### src/rtl/seg_scan4.sv
// seg_scan4 - multiplexed 4-digit 7-segment scanner for the board debug display.
//
// Ports:
//   clk_1m    in   1   scan clock (1 MHz)
//   rst_n     in   1   asynchronous active-low reset
//   number    in   16  hex value; [15:12] -> digit 3 (sel[3]), [3:0] -> digit 0 (sel[0])
//   dot       in   4   decimal point per digit
//   load      in   1   asynchronous capture request; synchronised rising edge forces capture
//   freeze    in   1   1: suppress frame-boundary capture
//   blank_lz  in   1   1: blank leading zero digits (dp still shown)
//   sel       out  4   digit enables, polarity per SEL_ACTIVE_LOW
//   seg       out  8   {dp, g..a}, polarity per SEG_ACTIVE_LOW
//   frame     out  1   one-cycle pulse at the start of each digit-0 slot
//
// Each digit slot lasts SCAN_DIV cycles; the first BLANK_CYC cycles drive
// everything off to stop ghosting between digits. number/dot are sampled into a
// shadow at each frame boundary (unless frozen) or on a forced load, so a frame
// never mixes two values except when a forced load lands mid-frame.

module seg_scan4 #(
    parameter int unsigned SCAN_DIV       = 250,
    parameter int unsigned BLANK_CYC      = 16,
    parameter bit          SEL_ACTIVE_LOW = 1'b1,
    parameter bit          SEG_ACTIVE_LOW = 1'b1
) (
    input  logic        clk_1m,
    input  logic        rst_n,
    input  logic [15:0] number,
    input  logic [3:0]  dot,
    input  logic        load,
    input  logic        freeze,
    input  logic        blank_lz,
    output logic [3:0]  sel,
    output logic [7:0]  seg,
    output logic        frame
);

    if (SCAN_DIV < 2 || BLANK_CYC >= SCAN_DIV) begin : g_bad_param
        $error("seg_scan4: SCAN_DIV must be >= 2 and BLANK_CYC < SCAN_DIV");
    end

    localparam int unsigned    PW       = (SCAN_DIV > 2) ? $clog2(SCAN_DIV) : 1;
    localparam logic [PW-1:0]  LP_LAST  = PW'(SCAN_DIV - 1);
    localparam logic [PW-1:0]  LP_BLANK = PW'(BLANK_CYC);
    localparam logic [3:0]     SEL_OFF  = SEL_ACTIVE_LOW ? 4'hF : 4'h0;
    localparam logic [7:0]     SEG_OFF  = SEG_ACTIVE_LOW ? 8'hFF : 8'h00;

    typedef enum logic {
        ST_BLANK,
        ST_ON
    } state_t;

    state_t        r_state;
    logic [PW-1:0] r_pre;
    logic [1:0]    r_idx;
    logic [15:0]   r_num_sh;
    logic [3:0]    r_dot_sh;
    logic          r_ld_s1;
    logic          r_ld_s2;
    logic          r_ld_s3;

    logic          w_pre_wrap;
    logic [PW-1:0] w_pre_nxt;
    logic [1:0]    w_idx_nxt;
    logic          w_frame_wrap;
    state_t        w_st_nxt;
    logic          w_ld_rise;
    logic          w_capture;
    logic [3:0]    w_nib;
    logic [3:0]    w_lz;
    logic [6:0]    w_seg7;
    logic [7:0]    w_seg_on;
    logic [3:0]    w_sel_on;

    function automatic logic [6:0] f_hex7(input logic [3:0] n);
        case (n)
            4'h0: f_hex7 = 7'h3F;
            4'h1: f_hex7 = 7'h06;
            4'h2: f_hex7 = 7'h5B;
            4'h3: f_hex7 = 7'h4F;
            4'h4: f_hex7 = 7'h66;
            4'h5: f_hex7 = 7'h6D;
            4'h6: f_hex7 = 7'h7D;
            4'h7: f_hex7 = 7'h07;
            4'h8: f_hex7 = 7'h7F;
            4'h9: f_hex7 = 7'h6F;
            4'hA: f_hex7 = 7'h77;
            4'hB: f_hex7 = 7'h7C;
            4'hC: f_hex7 = 7'h39;
            4'hD: f_hex7 = 7'h5E;
            4'hE: f_hex7 = 7'h79;
            default: f_hex7 = 7'h71;
        endcase
    endfunction

    always_comb begin
        w_pre_wrap   = (r_pre == LP_LAST);
        w_pre_nxt    = w_pre_wrap ? '0 : r_pre + 1'b1;
        w_idx_nxt    = w_pre_wrap ? r_idx + 2'd1 : r_idx;
        w_frame_wrap = w_pre_wrap && (r_idx == 2'd3);
        // State tracks the prescaler value it is registered alongside.
        w_st_nxt     = (w_pre_nxt >= LP_BLANK) ? ST_ON : ST_BLANK;
        w_ld_rise    = r_ld_s2 & ~r_ld_s3;
        w_capture    = (w_frame_wrap & ~freeze) | w_ld_rise;

        w_nib        = r_num_sh[{r_idx, 2'b00} +: 4];
        // w_lz[i]: shadow nibbles i..3 are all zero.
        w_lz[3]      = (r_num_sh[15:12] == 4'h0);
        w_lz[2]      = w_lz[3] && (r_num_sh[11:8] == 4'h0);
        w_lz[1]      = w_lz[2] && (r_num_sh[7:4] == 4'h0);
        w_lz[0]      = 1'b0;
        w_seg7       = (blank_lz && w_lz[r_idx]) ? 7'h00 : f_hex7(w_nib);
        w_seg_on     = {r_dot_sh[r_idx], w_seg7};
        w_sel_on     = 4'b0001 << r_idx;
    end

    always_ff @(posedge clk_1m or negedge rst_n) begin
        if (!rst_n) begin
            r_state  <= ST_BLANK;
            r_pre    <= '0;
            r_idx    <= '0;
            r_num_sh <= '0;
            r_dot_sh <= '0;
            r_ld_s1  <= 1'b0;
            r_ld_s2  <= 1'b0;
            r_ld_s3  <= 1'b0;
            sel      <= SEL_OFF;
            seg      <= SEG_OFF;
            frame    <= 1'b0;
        end else begin
            r_pre   <= w_pre_nxt;
            r_idx   <= w_idx_nxt;
            r_state <= w_st_nxt;
            r_ld_s1 <= load;
            r_ld_s2 <= r_ld_s1;
            r_ld_s3 <= r_ld_s2;
            frame   <= w_frame_wrap;
            if (w_capture) begin
                r_num_sh <= number;
                r_dot_sh <= dot;
            end
            case (r_state)
                ST_ON: begin
                    sel <= SEL_ACTIVE_LOW ? ~w_sel_on : w_sel_on;
                    seg <= SEG_ACTIVE_LOW ? ~w_seg_on : w_seg_on;
                end
                default: begin
                    sel <= SEL_OFF;
                    seg <= SEG_OFF;
                end
            endcase
        end
    end

endmodule

### config.mk
export PLATFORM = sky130hd
export DESIGN_NAME = seg_scan4
export DESIGN_NICKNAME = d
export VERILOG_FILES = /design/src/rtl/seg_scan4.sv
export SDC_FILE = /design/constraint.sdc
export NUM_CORES = 1
export LEC_CHECK = 0
export ABC_AREA = 1
export ABC_CLOCK_PERIOD_IN_PS = 1800
export CAP_MARGIN = 20
export CORE_ASPECT_RATIO = 0.9
export CORE_MARGIN = 3
export CORE_UTILIZATION = 52
export DETAILED_ROUTE_END_ITERATION = 10
export PLACE_DENSITY = 0.78
export SLEW_MARGIN = 30
export SYNTH_ARGS = -nofsm -noshare
export SYNTH_HDL_FRONTEND = slang
export SYNTH_SLANG_ARGS = --single-unit
### constraint.sdc
create_clock -name clk_1m -period 1.8 [get_ports clk_1m]
set_input_delay 0.36 -clock clk_1m [delete_from_list [all_inputs] [get_ports clk_1m]]
set_output_delay 0.36 -clock clk_1m [all_outputs]
set_load 0.02 [all_outputs]
==> results.ini <==
[placement]
io_buffers = 37
detailedPlacementHpwl_mm = 3.29
gp_routability_congestion = 0.880
placed_cell_area_um2 = 2800

[detailed_routing]
total_routed_wirelength_mm = 4.40
drc_errors = 0
dr_total_vias = 1833
via_per_inst = 4.81
route.detailed.wl_per_inst_um = 11.5
detail_route.iter0.violations = 87
antenna_violating_nets_post_route = 0
drt-pass1-iter-count = 4

[setup_path]
critical_path_buf_inv_count = 1
worst_path_dominant_cell_family = buffers and inverters
worstPathMaxFanout = 1
critical_path.startpoint_type = flop
worst_path_max_delay_cell = sky130_fd_sc_hd__clkdlybuf4s50_1
crit-reg2reg-launch = r_idx[0]$_DFFE_PN0N_
critical_path.reg2reg.endpoint = seg[5]$_DFF_PN1_
timing.critical_path.cells = clkdlybuf4s50_1
r2r_setup_slack_ns = 0.14
critical_path.max_stage_delay_ns = 0.59
r2r_cells = 10
arrival_time_reported_for_the_critical_path_endpoint_ns = 1.41
critPathCaptureType = primary output
timing.setup.critical_path_class = reg2out
crit_required_ns = 1.44

[layout]
final_cell_area_um2 = 2950
filler_cell_count = 345
insertedDiodeCount = 0
final_core_util_pct = 70.0
num-nets-final = 357
multi_input_comb_area_um2 = 982
layout_overhead_on_the_synthesized_area_pct = 26.2
layout_commonest_cell = sky130_fd_sc_hd__nand2_1
drive_above_1_share_pct = 17.4
seqCellArea_um2 = 1190
mostFrequentLayoutCells = 80 x sky130_fd_sc_hd__nand2_1, 36 x sky130_fd_sc_hd__nand3_1, 34 x sky130_fd_sc_hd__clkdlybuf4s50_1

[power_and_ir_drop]
sequentialPowerShare_pct = 51.7
power_frac_clock_pct = 27.3
power.share.combinational_pct = 21.0
power.static_leakage_uw = 0.00145
p_per_area_nw_per_um2 = 799
power.switching_fraction_pct = 28.6
power.ir.vdd_worst_v = 0.000618
p_total_uw = 2350
power_internal_uw = 1680
switching_power_uw = 674

[floorplan]
fp.dieH_um = 69.6
rows = 22
initial_core_util_pct = 55.4
core_area_um2 = 4210
die_area_um2 = 5330
chipWidth_um = 76.6
total_i_o_pin_count = 38

[clocking]
clk_latency_worst_skew_pair_ns = 0.30
tritoncts_num_sinks = 47
htree_num_levels = 2
clock_tree.buffer_depth = 2
cts-root-buf = sky130_fd_sc_hd__clkbuf_8
tritoncts.num_buffers = 5
cts_tree = built
worst_setup_hold_path_clk_slew_ns = 0.09

[synth]
ys.warnings.count = 0
post-synth-top-area-cell = sky130_fd_sc_hd__dfrtp_1
netlist-cell-type-count = 25
synth_sequential_area_ratio_pct = 51.0
netlist_top_cells_area = sky130_fd_sc_hd__dfrtp_1 38%, sky130_fd_sc_hd__dfstp_2 14%, sky130_fd_sc_hd__nand2_1 13%
yosys.area.top_type_share_pct = 37.5
synthCells = 270
post_synth_instance_area_um2 = 2330
synth_nets = 307
syn-mean-instance-area_um2 = 8.65
yosys_register_bits = 47

[worst_hold_path]
worstHoldPathType = reg2reg
min_delay_worst_endpoint = r_ld_s2$_DFF_PN0_
timing.hold.worst.start = r_ld_s1$_DFF_PN0_
hold_critical_path_depth = 0

[timing]
worst_slew_margin_rel_pct = 73.2
period_needed_ns = 1.77
rsz0062_at_grt = no
min_period_over_period_pct = 98.3
totalNegativeSetupSlack_ns = 0
worst_pin_slew_ns = 0.403
setup_viol = 0
report.final.hold_viol_count = 0
number_of_pins_exceeding_their_max_slew_limit_in_the_final_report = 0
fin_skew_ns = 0.00916
fmax_mhz = 565

[global_routing]
grt-busiest-layer = met2
number_of_global_route_vias_before_repair = 1720
grt.met2_usage_pct = 28.0
met1_usage_pct = 24.1
grt_max_degree = 31
number_of_antenna_violations_at_the_first_check_in_global_routing = 0
groute.layer.met3.usage_pct = 4.03
groute.usage.overall_pct = 17.7
grt_overflow = 0
grt_first_pass_wirelength_mm = 7.55

[outcome]
outcome = finished, final reports clean

[run]
number_of_maximum_capacitance_violations = 0

[worst max-delay path by stage]
stage	from	endpoint	slack, ns	cells past startpoint
floorplan	r_idx[0]$_DFFE_PN0N_	seg[3]$_DFF_PN1_	0.13	11
global placement	r_idx[0]$_DFFE_PN0N_	seg[3]$_DFF_PN1_	0.13	9
detailed placement	r_idx[0]$_DFFE_PN0N_	seg[3]$_DFF_PN1_	0.05	9
CTS	sel[0]$_DFF_PN1_	sel[0]	0.004	1
global route	r_idx[0]$_DFFE_PN0N_	seg[3]$_DFF_PN1_	0.003	9
finish	sel[3]$_DFF_PN1_	sel[3]	0.03	1
[power by group through the flow]
| stage | Sequential, uW | Combinational [uW] | Clock (uW) |
|---|---|---|---|
| 5_1_grt | 1230 | 552 | 694 |
| 3_5_place_dp | 1240 | 478 | 0 |
| 4_1_cts | 1220 | 483 | 655 |
| 2_1_floorplan | 1280 | 233 | 0 |
| 6_report | 1220 | 494 | 643 |
| 3_3_place_gp | 1240 | 471 | 0 |
[what timing repair did]
action | 4_1_cts | 5_1_grt
endpoints found under the hold margin | 5 | 0
endpoints found under the setup margin | 0 | 8
hold buffers | 1 | 0
setup buffers | 0 | 4
gates resized for setup | 0 | 7
[logic make-up (layout without fill, tap and decap cells)]
kind of cell / Yosys count / count (layout) / share of synthesized area [%]
AO/OA/AOI/OAI: 23 / 23 / 6.59
XOR/XNOR: 2 / 2 / 0.750
adder cells (fa/ha/maj): 12 / 12 / 6.43
buffers and inverters: 37 / 88 / 7.13
flip-flops: 47 / 47 / 51.0
AND/OR/NAND/NOR: 149 / 149 / 28.1
[synthesized netlist by cell type]
master	n
sky130_fd_sc_hd__nand2_1	82
sky130_fd_sc_hd__nand3_1	36
sky130_fd_sc_hd__dfrtp_1	35
sky130_fd_sc_hd__inv_1	28
sky130_fd_sc_hd__nor2_1	21
sky130_fd_sc_hd__dfstp_2	12
sky130_fd_sc_hd__ha_1	12
sky130_fd_sc_hd__o21ai_2	10
sky130_fd_sc_hd__o21ai_0	5
sky130_fd_sc_hd__a21oi_1	4
sky130_fd_sc_hd__inv_2	4
sky130_fd_sc_hd__nand2_2	4
sky130_fd_sc_hd__buf_6	3
sky130_fd_sc_hd__o21ai_1	3
sky130_fd_sc_hd__a31oi_1	1
sky130_fd_sc_hd__and3_1	1
sky130_fd_sc_hd__buf_2	1
sky130_fd_sc_hd__buf_4	1
sky130_fd_sc_hd__nand2_4	1
sky130_fd_sc_hd__nand3b_1	1
sky130_fd_sc_hd__nand4_1	1
sky130_fd_sc_hd__nand4_4	1
sky130_fd_sc_hd__nor2_4	1
sky130_fd_sc_hd__xnor2_1	1
sky130_fd_sc_hd__xor2_1	1
[per-layer routing]
layer | share of wire (%) | vias to the layer above
met5 | 0 | -
met4 | 1.3 | 0
met3 | 3.9 | 6
met2 | 46 | 44
met1 | 49 | 825
li1 | - | 958
[registers in the layout (all words and copies together) (netlist names)]
register and flops:
frame 1, r_dot_sh 4, r_idx 2, r_ld_s1 1, r_ld_s2 1, r_ld_s3 1
r_num_sh 16, r_pre 8, r_state 1, seg 8, sel 4
[per-stage QoR]
| stage | setup slack, ns | hold slack, ns | instances |
|---|---|---|---|
| 2_1_floorplan | 0.132 | 0.0644 | 270 |
| 3_3_place_gp | 0.127 | 0.309 | 368 |
| 3_5_place_dp | 0.0507 | 0.309 | 368 |
| 4_1_cts | 0.00413 | 0.366 | 377 |
| 5_1_grt | 0.00281 | 0.371 | 381 |
| 6_report | 0.0314 | 0.365 | 381 |
[layout make-up]
type,instances,area share [%]
Tap cell,60,2.55
Timing Repair Buffer,48,16.3
Inverter,32,4.16
Multi-Input combinational cell,186,33.3
Clock buffer,5,2.34
Sequential cell,47,40.5
Clock inverter,3,0.807
No activity file was read; power rests on OpenSTA's default activity.
